==> config.mk <==
export PLATFORM = sky130hd
export DESIGN_NAME = watch_set_ctrl
export DESIGN_NICKNAME = d
export VERILOG_FILES = /design/src/rtl/watch_set_ctrl.sv
export SDC_FILE = /design/constraint.sdc
export NUM_CORES = 1
export LEC_CHECK = 0
export BUFFER_PORTS_ARGS = -buffer_cell sky130_fd_sc_hd__buf_4
export CORE_ASPECT_RATIO = 1.25
export CORE_MARGIN = 2
export CORE_UTILIZATION = 35
export DETAILED_ROUTE_END_ITERATION = 16
export GPL_ROUTABILITY_DRIVEN = 1
export PLACE_DENSITY_LB_ADDON = 0.2
export SYNTH_ARGS = -nofsm -noshare
export SYNTH_HDL_FRONTEND = slang
export SYNTH_SLANG_ARGS = --single-unit
==> constraint.sdc <==
create_clock -name clk -period 2.5 [get_ports clk]
set_input_delay 0 -clock clk [delete_from_list [all_inputs] [get_ports clk]]
set_output_delay 0 -clock clk [all_outputs]
set_load 0.005 [all_outputs]
==> src/rtl/watch_set_ctrl.sv <==
// watch_set_ctrl: hour/minute time-setting FSM with display mux and field blink for a BCD watch
module watch_set_ctrl #(
    parameter int TIMEOUT_S = 10,
    parameter int TO_W = 8
) (
    input  logic       clk,
    input  logic       rst,
    input  logic       tick_1hz,
    input  logic       btn_mode,
    input  logic       btn_inc,
    input  logic [1:0] cur_hour_10,
    input  logic [3:0] cur_hour_1,
    input  logic [2:0] cur_min_10,
    input  logic [3:0] cur_min_1,
    output logic       load,
    output logic [1:0] ld_hour_10,
    output logic [3:0] ld_hour_1,
    output logic [2:0] ld_min_10,
    output logic [3:0] ld_min_1,
    output logic [1:0] mode,
    output logic [1:0] disp_hour_10,
    output logic [3:0] disp_hour_1,
    output logic [2:0] disp_min_10,
    output logic [3:0] disp_min_1,
    output logic       blank_hour,
    output logic       blank_min
);
    localparam logic [1:0] RUN = 2'd0, SET_HOUR = 2'd1, SET_MIN = 2'd2;
    localparam logic [TO_W-1:0] TO_LAST = TO_W'(TIMEOUT_S - 1);
    logic mode_q, inc_q, blink, press_mode, press_inc, tick_to;
    logic [TO_W-1:0] to_cnt;
    assign press_mode = btn_mode & ~mode_q;
    assign press_inc = btn_inc & ~inc_q & ~press_mode;
    assign tick_to = tick_1hz && to_cnt == TO_LAST;
    assign disp_hour_10 = mode == RUN ? cur_hour_10 : ld_hour_10;
    assign disp_hour_1 = mode == RUN ? cur_hour_1 : ld_hour_1;
    assign disp_min_10 = mode == RUN ? cur_min_10 : ld_min_10;
    assign disp_min_1 = mode == RUN ? cur_min_1 : ld_min_1;
    assign blank_hour = blink & (mode == SET_HOUR);
    assign blank_min = blink & (mode == SET_MIN);
    always_ff @(posedge clk or negedge rst) begin
        if (!rst) begin
            mode <= RUN;
            load <= 1'b0;
            ld_hour_10 <= '0;
            ld_hour_1 <= '0;
            ld_min_10 <= '0;
            ld_min_1 <= '0;
            blink <= 1'b0;
            to_cnt <= '0;
            mode_q <= 1'b1;
            inc_q <= 1'b1;
        end else begin
            mode_q <= btn_mode;
            inc_q <= btn_inc;
            load <= 1'b0;
            if (mode == RUN) begin
                if (press_mode) begin
                    ld_hour_10 <= cur_hour_10;
                    ld_hour_1 <= cur_hour_1;
                    ld_min_10 <= cur_min_10;
                    ld_min_1 <= cur_min_1;
                    mode <= SET_HOUR;
                    blink <= 1'b0;
                    to_cnt <= '0;
                end
            end else if (press_mode) begin
                mode <= mode == SET_HOUR ? SET_MIN : RUN;
                load <= mode == SET_MIN;
                blink <= 1'b0;
                to_cnt <= '0;
            end else if (press_inc) begin
                if (mode == SET_HOUR) begin
                    if (ld_hour_10 == 2'd2 && ld_hour_1 == 4'd3) begin
                        ld_hour_10 <= 2'd0;
                        ld_hour_1 <= 4'd0;
                    end else if (ld_hour_1 == 4'd9) begin
                        ld_hour_10 <= ld_hour_10 + 2'd1;
                        ld_hour_1 <= 4'd0;
                    end else begin
                        ld_hour_1 <= ld_hour_1 + 4'd1;
                    end
                end else begin
                    ld_min_1 <= ld_min_1 == 4'd9 ? 4'd0 : ld_min_1 + 4'd1;
                    if (ld_min_1 == 4'd9)
                        ld_min_10 <= ld_min_10 == 3'd5 ? 3'd0 : ld_min_10 + 3'd1;
                end
                to_cnt <= '0;
                blink <= blink ^ tick_1hz;
            end else if (tick_to) begin
                mode <= RUN;
                blink <= 1'b0;
                to_cnt <= '0;
            end else if (tick_1hz) begin
                to_cnt <= to_cnt + 1'b1;
                blink <= ~blink;
            end
        end
    end
endmodule

======== Word-level counts from Yosys, hierarchy flattened ========
Cells that the tools add are included.
storage, ports and cells
  logic and storage cells ................. 103
  register bits ........................... 27
  output and inout port bits .............. 31
  input bits .............................. 18
cells by class
  bitwise gates (word level) .............. 10
  reductions and logical operators ........ 15
  add/sub/neg operators ................... 5
  equality and inequality tests ........... 12
  mux-type cells .......................... 51
operator list
  operator                                       number
  2-to-1 mux 4 bit                               15
  2-to-1 mux 8 bit                               6
  2-to-1 mux 2 bit                               14
  2-to-1 mux 3 bit                               8
  AND reduction 5 bit                            2
  adder 4 x 1 -> 4 bit, second input constant    2
  adder 8 x 1 -> 8 bit, second input constant    1
  == test 4 bit, second input constant           2
  == test 8 x 4 -> 1 bit, second input constant  1
  2-to-1 mux 1 bit                               8
  AND reduction 4 bit                            2
  nonzero test 2 bit                             4
  inequality test 2 bit, second input constant   3
  AND 1 bit                                      5
  == test 2 bit, second input constant           2
  == test 4 x 2 -> 1 bit, second input constant  1
  NOT 1 bit                                      4
  nonzero test 4 bit                             1
  adder 3 x 1 -> 3 bit, second input constant    1
  == test 3 bit, second input constant           1
  AND reduction 3 bit                            1
  nonzero test 3 bit                             1
  adder 2 x 1 -> 2 bit, second input constant    1
  == test 2 x 1 -> 1 bit, second input constant  1
  other kinds (5)                                6

======== Depth between registers and ports, before layout ========
Gate-level depths: netlist of the first run.
  depth after elaboration ................. 7
  gate-level depth with buffers ........... 10

======== Worst setup path after synthesis of the first run ========
OpenSTA, ideal clock, no wires.
  path type ............................... reg-to-reg
  from .................................... reg mode[1]
  to ...................................... reg ld_hour_1[0]
  arrival ................................. 2148 ps
  cell stages (with the launch flop) ...... 11
  slack ................................... 227 ps
  path buffers ............................ 4
  path through ............................ dfrtp_1 > or2_1 > buf_6 > inv_4 > buf_2 > ha_1 > buf_1 > a211oi_2 > and2_1 > buf_2 > mux2_2
between the ends
  cells in the longest elaborated chain, start to end .. 3
ends and longest elaborated chain
  what                                                                           RTL line  text
  start, declared                                                                20        output logic [1:0] mode,
  start signal, assigned                                                         68        mode <= mode == SET_HOUR ? SET_MIN : RUN;
  zero test 2 bit / == test 2 x 1 -> 1 bit (equally long branches)               57, 73
  inequality test 2 x 1 -> 1 bit (no source line), or another cell as far along  n/a
  AND reduction 4 bit (no source line)                                           n/a
  end signal, assigned                                                           60        ld_hour_1 <= cur_hour_1;
  end signal, assigned                                                           81        ld_hour_1 <= ld_hour_1 + 4'd1;
  end, declared                                                                  17        output logic [3:0] ld_hour_1,
Several ways; a longest one is shown, not always the timed one.
A chain may end at the register's enable or synchronous reset.

======== Worst setup path after layout of the first run ========
  from .................................... reg mode[0]
  to ...................................... reg ld_hour_1[1]
The elaborated chain is that of the path after synthesis.

==> summary.md, run 1 <==
| Metric | Value |
|---|---|
| Clock buffer count from CTS | `3` |
| TritonCTS clock tree | `done` |
| CP max FO | `9` |
| Fin crit share | `86.6%` |
| Top_reg_cell synth | `dfrtp_1` |
| Post-synth cell types | `54` |
| Synthesis Warnings | `0` |
| Global-route wire length before repair | `between 7000 and 8000 microns` |
| Clk_lat worst skew | `280 ps` |
| Setup bufs post-CTS | `0` |
| Commonest non-fill, non-tap cell in the layout | `buf_4` |
| Setup Viol. Count Final | `0` |
| Path depth of the worst reg2reg path | `6` |
| Via density | `5.31` |
| Die H | `85.0 microns` |
| Routability cong. | `0.748` |
| Rel. slew slack | `64.3%` |
| Clock Path Buffers | `2` |
| GR peak layer | `met2` |
| Worst-Margin Slew | `535 ps` |
| Routed WL | `4570 microns` |
| Critical-path cell list | `or2_1, inv_4, ha_1, a211oi_2, and2_1, mux2_2` |
| Crit path time final | `approximately 2200 ps` |
| Syn nets | `237` |
| CTS Hold Buffers Added | `3` |
| Hold Path Class | `input port to register` |
| HP Start | `cur_min_1[0]` |
| CP max-delay cell | `dfrtp_1` |
| CP startpoint | `mode[0]` |
| Routed WL per cell | `between 10 and 15 microns` |
| Pin count of the biggest net entering global routing | `28` |
| Dpl ws | `357 ps` |
| FILL cells | `535` |
| Post-Syn Instances | `213` |
| Critical Path Source Type | `register` |
| Async SR Flop Fraction | `100%` |
| Congestion Overflow GR | `0` |
| Register bit total from synthesis | `27` |
| Avg Inst Size Synth | `8.62 sq um` |
| Drt drc | `0` |
| Vias in the first global route | `1,689` |
| Total power | `2660 uW` |
| Met1 usage | `24.1%` |
| Maxcap violations | `0` |
| Clock Pin Slew Worst Setup and Hold Paths | `around 100 ps` |
| Die ar. | `5850 sq um` |
| Routing usage on met3 | `between 2 and 2.5%` |
| H-tree depth | `1` |
| GR Util met2 | `27.6%` |
| Cell Area, Synth | `1840 sq um` |
| Via count | `between 1,500 and 2,000` |
| 1st-iter DRT viols | `72` |
| Nets@finish | `292` |
| Register area share after synthesis | `a little under two fifths` |
| ANT cells | `0` |
| Final Hold Viols | `0` |
| GRT Util Overall | `17.5%` |
| Crit path DAT | `2330 ps` |
| TNS Setup | `0 ps` |
| Post-route setup slack | `336 ps` |
| # IOs | `49` |
| Row count | `29` |
| Final slew viol count | `0` |
| DRT Pass-1 Iters | `4` |
| Pleak | `around 0.0011 uW` |
| Worst reg-to-reg setup slack | `340 ps` |
| Pwr dens | `1130 nW/um^2` |
| Initial Util | `36.2%` |
| # clock sinks | `27` |
| VDD IR max | `roughly 0.54 mV` |
| Status | `complete, no violations` |
| Share of layout cells above drive strength 1 | `between 20% and 30%` |
| Area Growth Syn to Fin | `28.4%` |
| Chip Width | `68.8 microns` |
| Layout Skew | `8.24 ps` |
| Initial antenna violation count | `0` |
| Port Buffers | `48` |
| Largest stage delay on the critical path | `480 ps` |
| Core ar. | `5080 sq um` |
| Highest clock rate | `462 MHz` |
| Post-CTS sizing | `0` |
| R2r startpoint | `mode[0]` |
| Worst reg2reg endpoint | `ld_hour_1[1]` |
| Post-DRT Antenna Nets | `0` |
| Number of enable flip-flop cells after synthesis | `0` |
| Worst path required time | `around 2700 ps` |
| HPWL after DPL | `3410 microns` |
| CTS Root Cell | `clkbuf_8` |
| Unrepaired setup endpoints after global routing | `no` |
| Crit. End Element | `register` |
| Setup Crit Path Kind | `register to register` |
| CP endpoint | `ld_hour_1[1]` |
| Commonest non-fill, non-tap cells in the layout | `buf_4, nand2_1, dfrtp_1, o21ai_0` |
==> power by group <==
part / internal, uW / switching [uW] / total [uW] / leakage [uW]
clock: 112 / 142 / 254 / 0.0000255
combinational: 826 / 792 / 1620 / 0.000733
sequential: 574 / 219 / 793 / 0.000341
total: 1510 / 1150 / 2660 / 0.00110
==> cells in the mapped netlist (all sizes together), types with 3 or more instances <==
master | instances | share of area, %
nand3 | 7 | 1.9
buf | 6 | 2.0
a22o | 8 | 3.8
or3 | 3 | 1.0
inv | 9 | 2.0
and3b | 4 | 1.9
ha | 6 | 4.1
a211oi | 4 | 1.9
nor2b | 4 | 1.4
o211ai | 4 | 1.6
a31oi | 8 | 2.7
a21oi | 4 | 1.1
dfrtp | 25 | 34
nand2b | 6 | 2.0
o31ai | 6 | 2.7
nor2 | 4 | 0.82
nand2 | 52 | 11
and2 | 3 | 1.0
o22ai | 3 | 1.0
o21ai | 14 | 3.8
==> kinds of logic after synthesis <==
family | synth area share, %
flops | 36.9
fa+ha+maj | 4.09
simple gates | 27.5
mux | 1.77
xor+xnor | 1.43
buf+inv | 4.43
compound gates | 23.9
==> how the worst min path moves through the flow <==
| stage | end | slack [ps] | cells after the start |
|---|---|---|---|
| 2_1_floorplan | blink | -300 | 0 |
| 3_3_place_gp | to_cnt[1] | -60 | 1 |
| 3_5_place_dp | to_cnt[1] | -60 | 1 |
| 4_1_cts | ld_min_1[0] | 9 | 3 |
| 5_1_grt | ld_min_1[0] | 10 | 3 |
| 6_report | ld_min_1[0] | 10 | 3 |
==> final cells by class <==
cell class	instances	area (sq um)	area share, %
Multi-Input combinational cell	169	1080	45.7
Sequential cell	27	678	28.8
Timing Repair Buffer	58	443	18.8
Tap cell	62	77.6	3.29
Clock buffer	3	41.3	1.75
Inverter	9	36.3	1.54
Clock inverter	1	5.00	0.212
==> critical path: cells and delay by family, from the launching register on <==
kind,cells,cell delay [ps]
AOI/OAI and AO/OA,1,220
muxes,1,360
and+or+nand+nor,2,620
adders and majority gates,1,320
buffers and inverters,1,40
DFF,1,480
==> state kept, by name, summed over array words and instances (netlist names), 2 cells and up <==
register and count:
to_cnt 8, mode 2, ld_min_1 4, ld_hour_10 2, ld_min_10 3, ld_hour_1 4
==> per-layer routing <==
| metal | vias up | part of all wire, % |
|---|---|---|
| li1 | 883 | - |
| met1 | 813 | 46 |
| met2 | 44 | 48 |
| met3 | 6 | 4.3 |
| met4 | 0 | 1.8 |
| met5 | - | 0 |
==> metrics by stage <==
stage	hold WS, ps	instances	util [%]	instance area (sq um)
6_report	10.1	329	46.4	2360
5_1_grt	14.9	329	46.4	2360
4_1_cts	8.64	329	46.4	2360
3_5_place_dp	-61.0	322	44.9	2280
3_3_place_gp	-63.2	322	44.9	2280
2_1_floorplan	-296	213	-	1840
Note: power is estimated with default switching activity, not from simulation.
==> inputs of run 2 (changes only) <==
--- a/config.mk
+++ b/config.mk
@@ -5,12 +5,11 @@
 export SDC_FILE = /design/constraint.sdc
 export NUM_CORES = 1
 export LEC_CHECK = 0
-export BUFFER_PORTS_ARGS = -buffer_cell sky130_fd_sc_hd__buf_4
+export BUFFER_PORTS_ARGS = -buffer_cell sky130_fd_sc_hd__buf_2
 export CORE_ASPECT_RATIO = 1.25
 export CORE_MARGIN = 2
 export CORE_UTILIZATION = 35
 export DETAILED_ROUTE_END_ITERATION = 16
-export GPL_ROUTABILITY_DRIVEN = 1
 export PLACE_DENSITY_LB_ADDON = 0.2
 export SYNTH_ARGS = -nofsm -noshare
 export SYNTH_HDL_FRONTEND = slang
==> constraint.sdc (replaced) <==
create_clock -name clk -period 2.2 [get_ports clk]
set_input_delay 0 -clock clk [delete_from_list [all_inputs] [get_ports clk]]
set_output_delay 0 -clock clk [all_outputs]
set_load 0.005 [all_outputs]
==> summary.md, run 2 (synthesis gave the netlist of run 1 again) <==
| Metric | Value |
|---|---|
| Status | `complete, no violations` |
| Vias in the first global route | `1,631 (-3.4%)` |
| Post-DRT Antenna Nets | `0 (unchanged)` |
| Via count | `1,727 (-1.1%)` |
| Row count | `29 (unchanged)` |
| Nets@finish | `294 (+0.68%)` |
| Drt drc | `0 (unchanged)` |
| Die H | `85.0 microns (unchanged)` |
| Max reg flops | `8 (unchanged)` |
| Final Hold Viols | `0 (unchanged)` |
| Setup bufs post-CTS | `0 (unchanged)` |
| Crit. End Element | `register` |
| Total power | `2860 uW (+7.3%)` |
| Commonest non-fill, non-tap cell in the layout | `nand2_1` |
| 1st-iter DRT viols | `60 (-17%)` |
| Pwr dens | `1260 nW/um^2 (+12%)` |
| Rel. slew slack | `55.4% (-8.9 points)` |
| # clock sinks | `27 (unchanged)` |
| Routed WL | `4490 microns (-1.8%)` |
| GRT Util Overall | `16.7% (-0.76 points)` |
| Setup Crit Path Kind | `register to register` |
| Commonest non-fill, non-tap cells in the layout | `nand2_1, buf_2, dfrtp_1, o21ai_0` |
| DRT Pass-1 Iters | `4 (unchanged)` |
| Clk_lat worst skew | `270 ps (about the same)` |
| HPWL after DPL | `3380 microns (-0.72%)` |
| Crit path DAT | `2110 ps (-220 ps)` |
| Port Buffers | `48 (unchanged)` |
| Initial antenna violation count | `0 (unchanged)` |
| Hold Path Class | `input port to register` |
| H-tree depth | `1 (unchanged)` |
| Post-CTS sizing | `0 (unchanged)` |
| CTS Hold Buffers Added | `4 (+1)` |
| Pleak | `0.00107 uW (-2.4%)` |
| Layout Skew | `4.88 ps (-3.36 ps)` |
| Chip Width | `68.8 microns (unchanged)` |
| # IOs | `49 (unchanged)` |
| Worst path required time | `2360 ps (-300 ps)` |
| Fin crit share | `88.6% (+2.0 points)` |
| Critical Path Source Type | `register` |
| Unrepaired setup endpoints after global routing | `no` |
| Pin count of the biggest net entering global routing | `28 (unchanged)` |
| Clock Path Buffers | `2 (unchanged)` |
| Die ar. | `5850 sq um (unchanged)` |
| ANT cells | `0 (unchanged)` |
| CP max FO | `9 (unchanged)` |
| Crit path time final | `1950 ps (-216 ps)` |
| Congestion Overflow GR | `0 (unchanged)` |
| Worst-Margin Slew | `665 ps (+130 ps)` |
| Share of layout cells above drive strength 1 | `26.4% (-0.20 points)` |
| CTS Root Cell | `clkbuf_8` |
| Largest regs | `to_cnt: 8 flops, ld_hour_1: 4 flops, ld_min_1: 4 flops` |
| Reg with most FFs | `to_cnt` |
| TNS Setup | `0 ps (unchanged)` |
| VDD IR max | `0.495 mV (-8.5%)` |
| Area Growth Syn to Fin | `23.2%` |
| Setup Viol. Count Final | `0 (unchanged)` |
| Clock Pin Slew Worst Setup and Hold Paths | `90 ps (about the same)` |
| Core ar. | `5080 sq um (unchanged)` |
| Clock buffer count from CTS | `3 (unchanged)` |
| Initial Util | `36.2% (unchanged)` |
| Highest clock rate | `513 MHz (+11%)` |
| Fin util | `44.5% (-1.9 points)` |
| TritonCTS clock tree | `done` |
| Routed WL per cell | `13.6 microns (-2.4%)` |
| Via density | `5.22 (-1.7%)` |
| Maxcap violations | `0 (unchanged)` |
| Global-route wire length before repair | `7610 microns (-3.9%)` |
| Routability cong. | `0.771 (+3.1%)` |
| Final slew viol count | `0 (unchanged)` |
## run 2: stage by stage
step           setup slack (ps)  hold WS [ps]  cells  area (sq um)
2_1_floorplan              13.4          -296    213          1860
3_3_place_gp                300          42.5    323          2180
3_5_place_dp                272          54.7    323          2180
4_1_cts                     242          7.75    331          2260
5_1_grt                     122          3.45    331          2260
6_report                    251          15.4    331          2260
## run 2: routing by layer
layer | wire length, microns | global-route usage [%] | up-vias | share of wire, %
met1 | 2110 | 22.9 | 799 | 47
met2 | 2140 | 26.5 | 39 | 48
li1 | - | - | 883 | -
met5 | 0 | 0 | - | 0
met3 | 163 | 2.12 | 6 | 3.6
met4 | 85 | 6.42 | 0 | 1.9
## run 2: final timing paths
kind                       slack (ps)          start            to  cells after the start
setup / recovery                  250        mode[1]  ld_hour_1[1]                      6
hold / removal                     20  cur_min_10[0]  ld_min_10[0]                      3
setup reg to reg                  250        mode[1]  ld_hour_1[1]                      6
hold reg to reg                   530          blink         blink                      1
max in group asynchronous        1540            rst   ld_min_1[2]                      2
min in group asynchronous         260            rst     to_cnt[0]                      2
## run 2: report_power, final
part	switching, uW	internal (uW)
clock	148	130
sequential	218	652
combinational	915	797
## run 2: cell type report
cell class,instances,area (sq um)
sequential,27,678
multi-input combinational,169,1080
inverter,9,36.3
timing repair buffer,60,340
fill,533,2820
clock buffer,4,45.0
tap,62,77.6
## run 2: worst max-delay path: stages (launching register included)
cell and delay [ps]:
dfrtp_1 350, or2_1 200, inv_4 50, ha_1 340, a211oi_4 270, and2_1 290, mux2_2 360
==> inputs of run 3 (changes only) <==
--- a/config.mk
+++ b/config.mk
@@ -5,12 +5,14 @@
 export SDC_FILE = /design/constraint.sdc
 export NUM_CORES = 1
 export LEC_CHECK = 0
+export ABC_AREA = 1
 export BUFFER_PORTS_ARGS = -buffer_cell sky130_fd_sc_hd__buf_2
 export CORE_ASPECT_RATIO = 1.25
 export CORE_MARGIN = 2
 export CORE_UTILIZATION = 35
 export DETAILED_ROUTE_END_ITERATION = 16
 export PLACE_DENSITY_LB_ADDON = 0.2
+export SKIP_LAST_GASP = 1
 export SYNTH_ARGS = -nofsm -noshare
 export SYNTH_HDL_FRONTEND = slang
 export SYNTH_SLANG_ARGS = --single-unit
==> summary.md, run 3 <==
| Metric | Value |
|---|---|
| Core ar. | `5330 sq um (+4.9%)` |
| Initial Util | `35.6% (-0.55 points)` |
| GRT Util Overall | `16.0% (-0.76 points)` |
| Post-synth cell types | `26 (-52%)` |
| Critical Path Source Type | `register` |
| Largest regs | `to_cnt: 8 flops, ld_hour_1: 4 flops, ld_min_1: 4 flops` |
| Routed WL | `4450 microns (-0.89%)` |
| Commonest non-fill, non-tap cells in the layout | `nand2_1, buf_2, inv_1, nand3_1, dfrtp_1` |
| Share of layout cells above drive strength 1 | `20.2% (-6.2 points)` |
| Highest clock rate | `590 MHz (+15%)` |
| Fin cells | `405 (+22%)` |
| Top cells by area, synth | `dfrtp_1, nand2_1, nand3_1` |
| Cell Area, Synth | `1900 sq um (+3.3%)` |
| Avg Inst Size Synth | `6.55 sq um (-24%)` |
| Initial antenna violation count | `0 (unchanged)` |
| Crit path DAT | `1870 ps (-240 ps)` |
| Pin count of the biggest net entering global routing | `28 (unchanged)` |
| # IOs | `49 (unchanged)` |
| Design Area, Final | `2270 sq um (+0.22%)` |
| Placed Area | `2190 sq um (+0.69%)` |
| Drt drc | `0 (unchanged)` |
| # clock sinks | `27 (unchanged)` |
| Commonest non-fill, non-tap cell in the layout | `nand2_1` |
| Fin crit share | `77.0% (-12 points)` |
| Post-DRT Antenna Nets | `0 (unchanged)` |
| Path depth of the worst reg2reg path | `9 (+3)` |
| Pwr dens | `1180 nW/um^2 (-6.7%)` |
| Layout Skew | `3.53 ps (-1.35 ps)` |
| Top_reg_cell synth | `dfrtp_1` |
| Worst-Margin Slew | `624 ps (-40.3 ps)` |
| Area Growth Syn to Fin | `19.4%` |
| Clock buffer count from CTS | `3 (unchanged)` |
| Nets@finish | `366 (+24%)` |
| Worst hold path depth | `5 (+2)` |
| Routability cong. | `0.834 (+8.2%)` |
| Number of enable flip-flop cells after synthesis | `0 (unchanged)` |
| Congestion Overflow GR | `0 (unchanged)` |
| Clk_lat worst skew | `280 ps (about the same)` |
| Crit path time final | `1690 ps (-255 ps)` |
| Max reg flops | `8 (unchanged)` |
| Via density | `4.72 (-9.6%)` |
| Hold Path Class | `input port to register` |
| 1st-iter DRT viols | `118 (+97%)` |
| Final Hold Viols | `0 (unchanged)` |
| Met1 usage | `19.9% (-3.1 points)` |
| Post-Syn Instances | `290 (+36%)` |
| GR Util met2 | `28.4% (+1.9 points)` |
| HP Start | `cur_hour_1[1]` |
| R2r startpoint | `mode[0]` |
| Clock Path Buffers | `2 (unchanged)` |
| GR peak layer | `met2` |
| Pleak | `0.00133 uW (+24%)` |
| HPWL after DPL | `3420 microns (+1.2%)` |
| Worst reg2reg endpoint | `ld_hour_10[0]` |
| Setup Crit Path Kind | `register to register` |
| Async SR Flop Fraction | `100% (unchanged)` |
| FILL cells | `577 (+8.3%)` |
| Syn nets | `314 (+32%)` |
| VDD IR max | `0.305 mV (-38%)` |
| Die ar. | `6030 sq um (+3.2%)` |
| Setup bufs post-CTS | `0 (unchanged)` |
| Via count | `1,910 (+11%)` |
| CTS Hold Buffers Added | `3 (-1)` |
| Placed insts | `398 (+23%)` |
| Maxcap violations | `0 (unchanged)` |
| DRT Pass-1 Iters | `7 (+3)` |
| Rel. slew slack | `58.4% (+3.0 points)` |
| Clock Pin Slew Worst Setup and Hold Paths | `90 ps (about the same)` |
| Worst reg-to-reg setup slack | `510 ps (+250 ps)` |
| Final hold slack | `31.7 ps (+16.3 ps)` |
| Setup Viol. Count Final | `0 (unchanged)` |
| Routing usage on met3 | `2.33% (+0.20 points)` |
| CTS Root Cell | `clkbuf_8` |
| Synthesis Warnings | `0 (unchanged)` |
| Crit. End Element | `register` |
| Reg with most FFs | `to_cnt` |
| Die H | `86.3 microns (+1.6%)` |
| Routed WL per cell | `11.0 microns (-19%)` |
| Area leader, netlist | `dfrtp_1` |
| Count leader, synth | `nand2_1` |
| Chip Width | `69.9 microns (+1.6%)` |
| Most frequent cells after synthesis | `nand2_1, inv_1, dfrtp_1, nand3_1, nor2_1` |
| Register area share after synthesis | `35.7% (-1.2 points)` |
| Status | `complete, no violations` |
| Top cell type's share of synthesized area | `33.0% (-1.1 points)` |
| H-tree depth | `1 (unchanged)` |
| CP max FO | `12 (+3)` |
| Final slew viol count | `0 (unchanged)` |
| Global-route wire length before repair | `7940 microns (+4.3%)` |
| Endpoint, Worst Hold | `ld_hour_1[1]` |
| Unrepaired setup endpoints after global routing | `no` |
| Row count | `30 (+3.4%)` |
| ANT cells | `0 (unchanged)` |
| Worst path required time | `2380 ps (+20 ps)` |
| TritonCTS clock tree | `done` |
| Register bit total from synthesis | `27 (unchanged)` |
| TNS Setup | `0 ps (unchanged)` |
| Post-CTS sizing | `0 (unchanged)` |
| Port Buffers | `48 (unchanged)` |
| Vias in the first global route | `1,803 (+11%)` |
[run 3: report_power, final]
group          internal, uW  switching, uW  leakage (uW)
clock                   130            161     0.0000228
combinational           588            906      0.000961
sequential              652            237      0.000347
total                  1370           1300       0.00133
[run 3: layer usage]
| metal | vias to the layer above | share of wire (%) |
|---|---|---|
| met3 | 5 | 4.4 |
| li1 | 1005 | - |
| met1 | 852 | 45 |
| met4 | 0 | 1.5 |
| met2 | 48 | 49 |
| met5 | - | 0 |
[run 3: final cells by class]
| type | instances | area, sq um | area share, % |
|---|---|---|---|
| clock buffers | 4 | 45.0 | 1.99 |
| inverters | 36 | 135 | 5.96 |
| multi-input cells | 222 | 1050 | 46.4 |
| flip-flops and latches | 27 | 678 | 29.9 |
| well taps | 64 | 80.1 | 3.53 |
| repair buffers | 52 | 278 | 12.3 |
[run 3: per-stage QoR]
stage | utilization, % | power (uW) | setup WS (ps)
2_1_floorplan | - | 1900 | 508
3_3_place_gp | 41.1 | 2400 | 577
3_5_place_dp | 41.1 | 2420 | 515
4_1_cts | 42.5 | 2720 | 491
5_1_grt | 42.5 | 2990 | 356
6_report | 42.5 | 2670 | 506
[run 3: worst max-delay path, cell delays in order, from the launching register on]
cell and delay (ps):
dfrtp_1 460, nor2_2 260, inv_2 170, ha_1 220, inv_1 60, nand2_2 80
nor2_8 140, nand2_1 90, nand2_1 60, nand2_1 50
[run 3: worst max path at each step]
stage,from,slack (ps),to
2_1_floorplan,mode[0],510,ld_hour_10[0]
3_3_place_gp,mode[0],580,ld_hour_10[0]
3_5_place_dp,mode[0],510,ld_hour_1[3]
4_1_cts,mode[0],490,ld_hour_1[3]
5_1_grt,mode[0],360,ld_hour_1[3]
6_report,mode[0],510,ld_hour_10[0]
[run 3: cell families (layout without fill, tap and decap cells)]
logic type | Yosys count | in the layout | synth area share [%]
xor gates and xnor gates | 4 | 4 | 1.85
DFF | 27 | 27 | 35.7
and+or+nand+nor | 187 | 187 | 42.6
adders and majority gates | 6 | 6 | 3.96
buffers and inverters | 41 | 92 | 8.90
AOI/OAI and AO/OA | 25 | 25 | 6.92
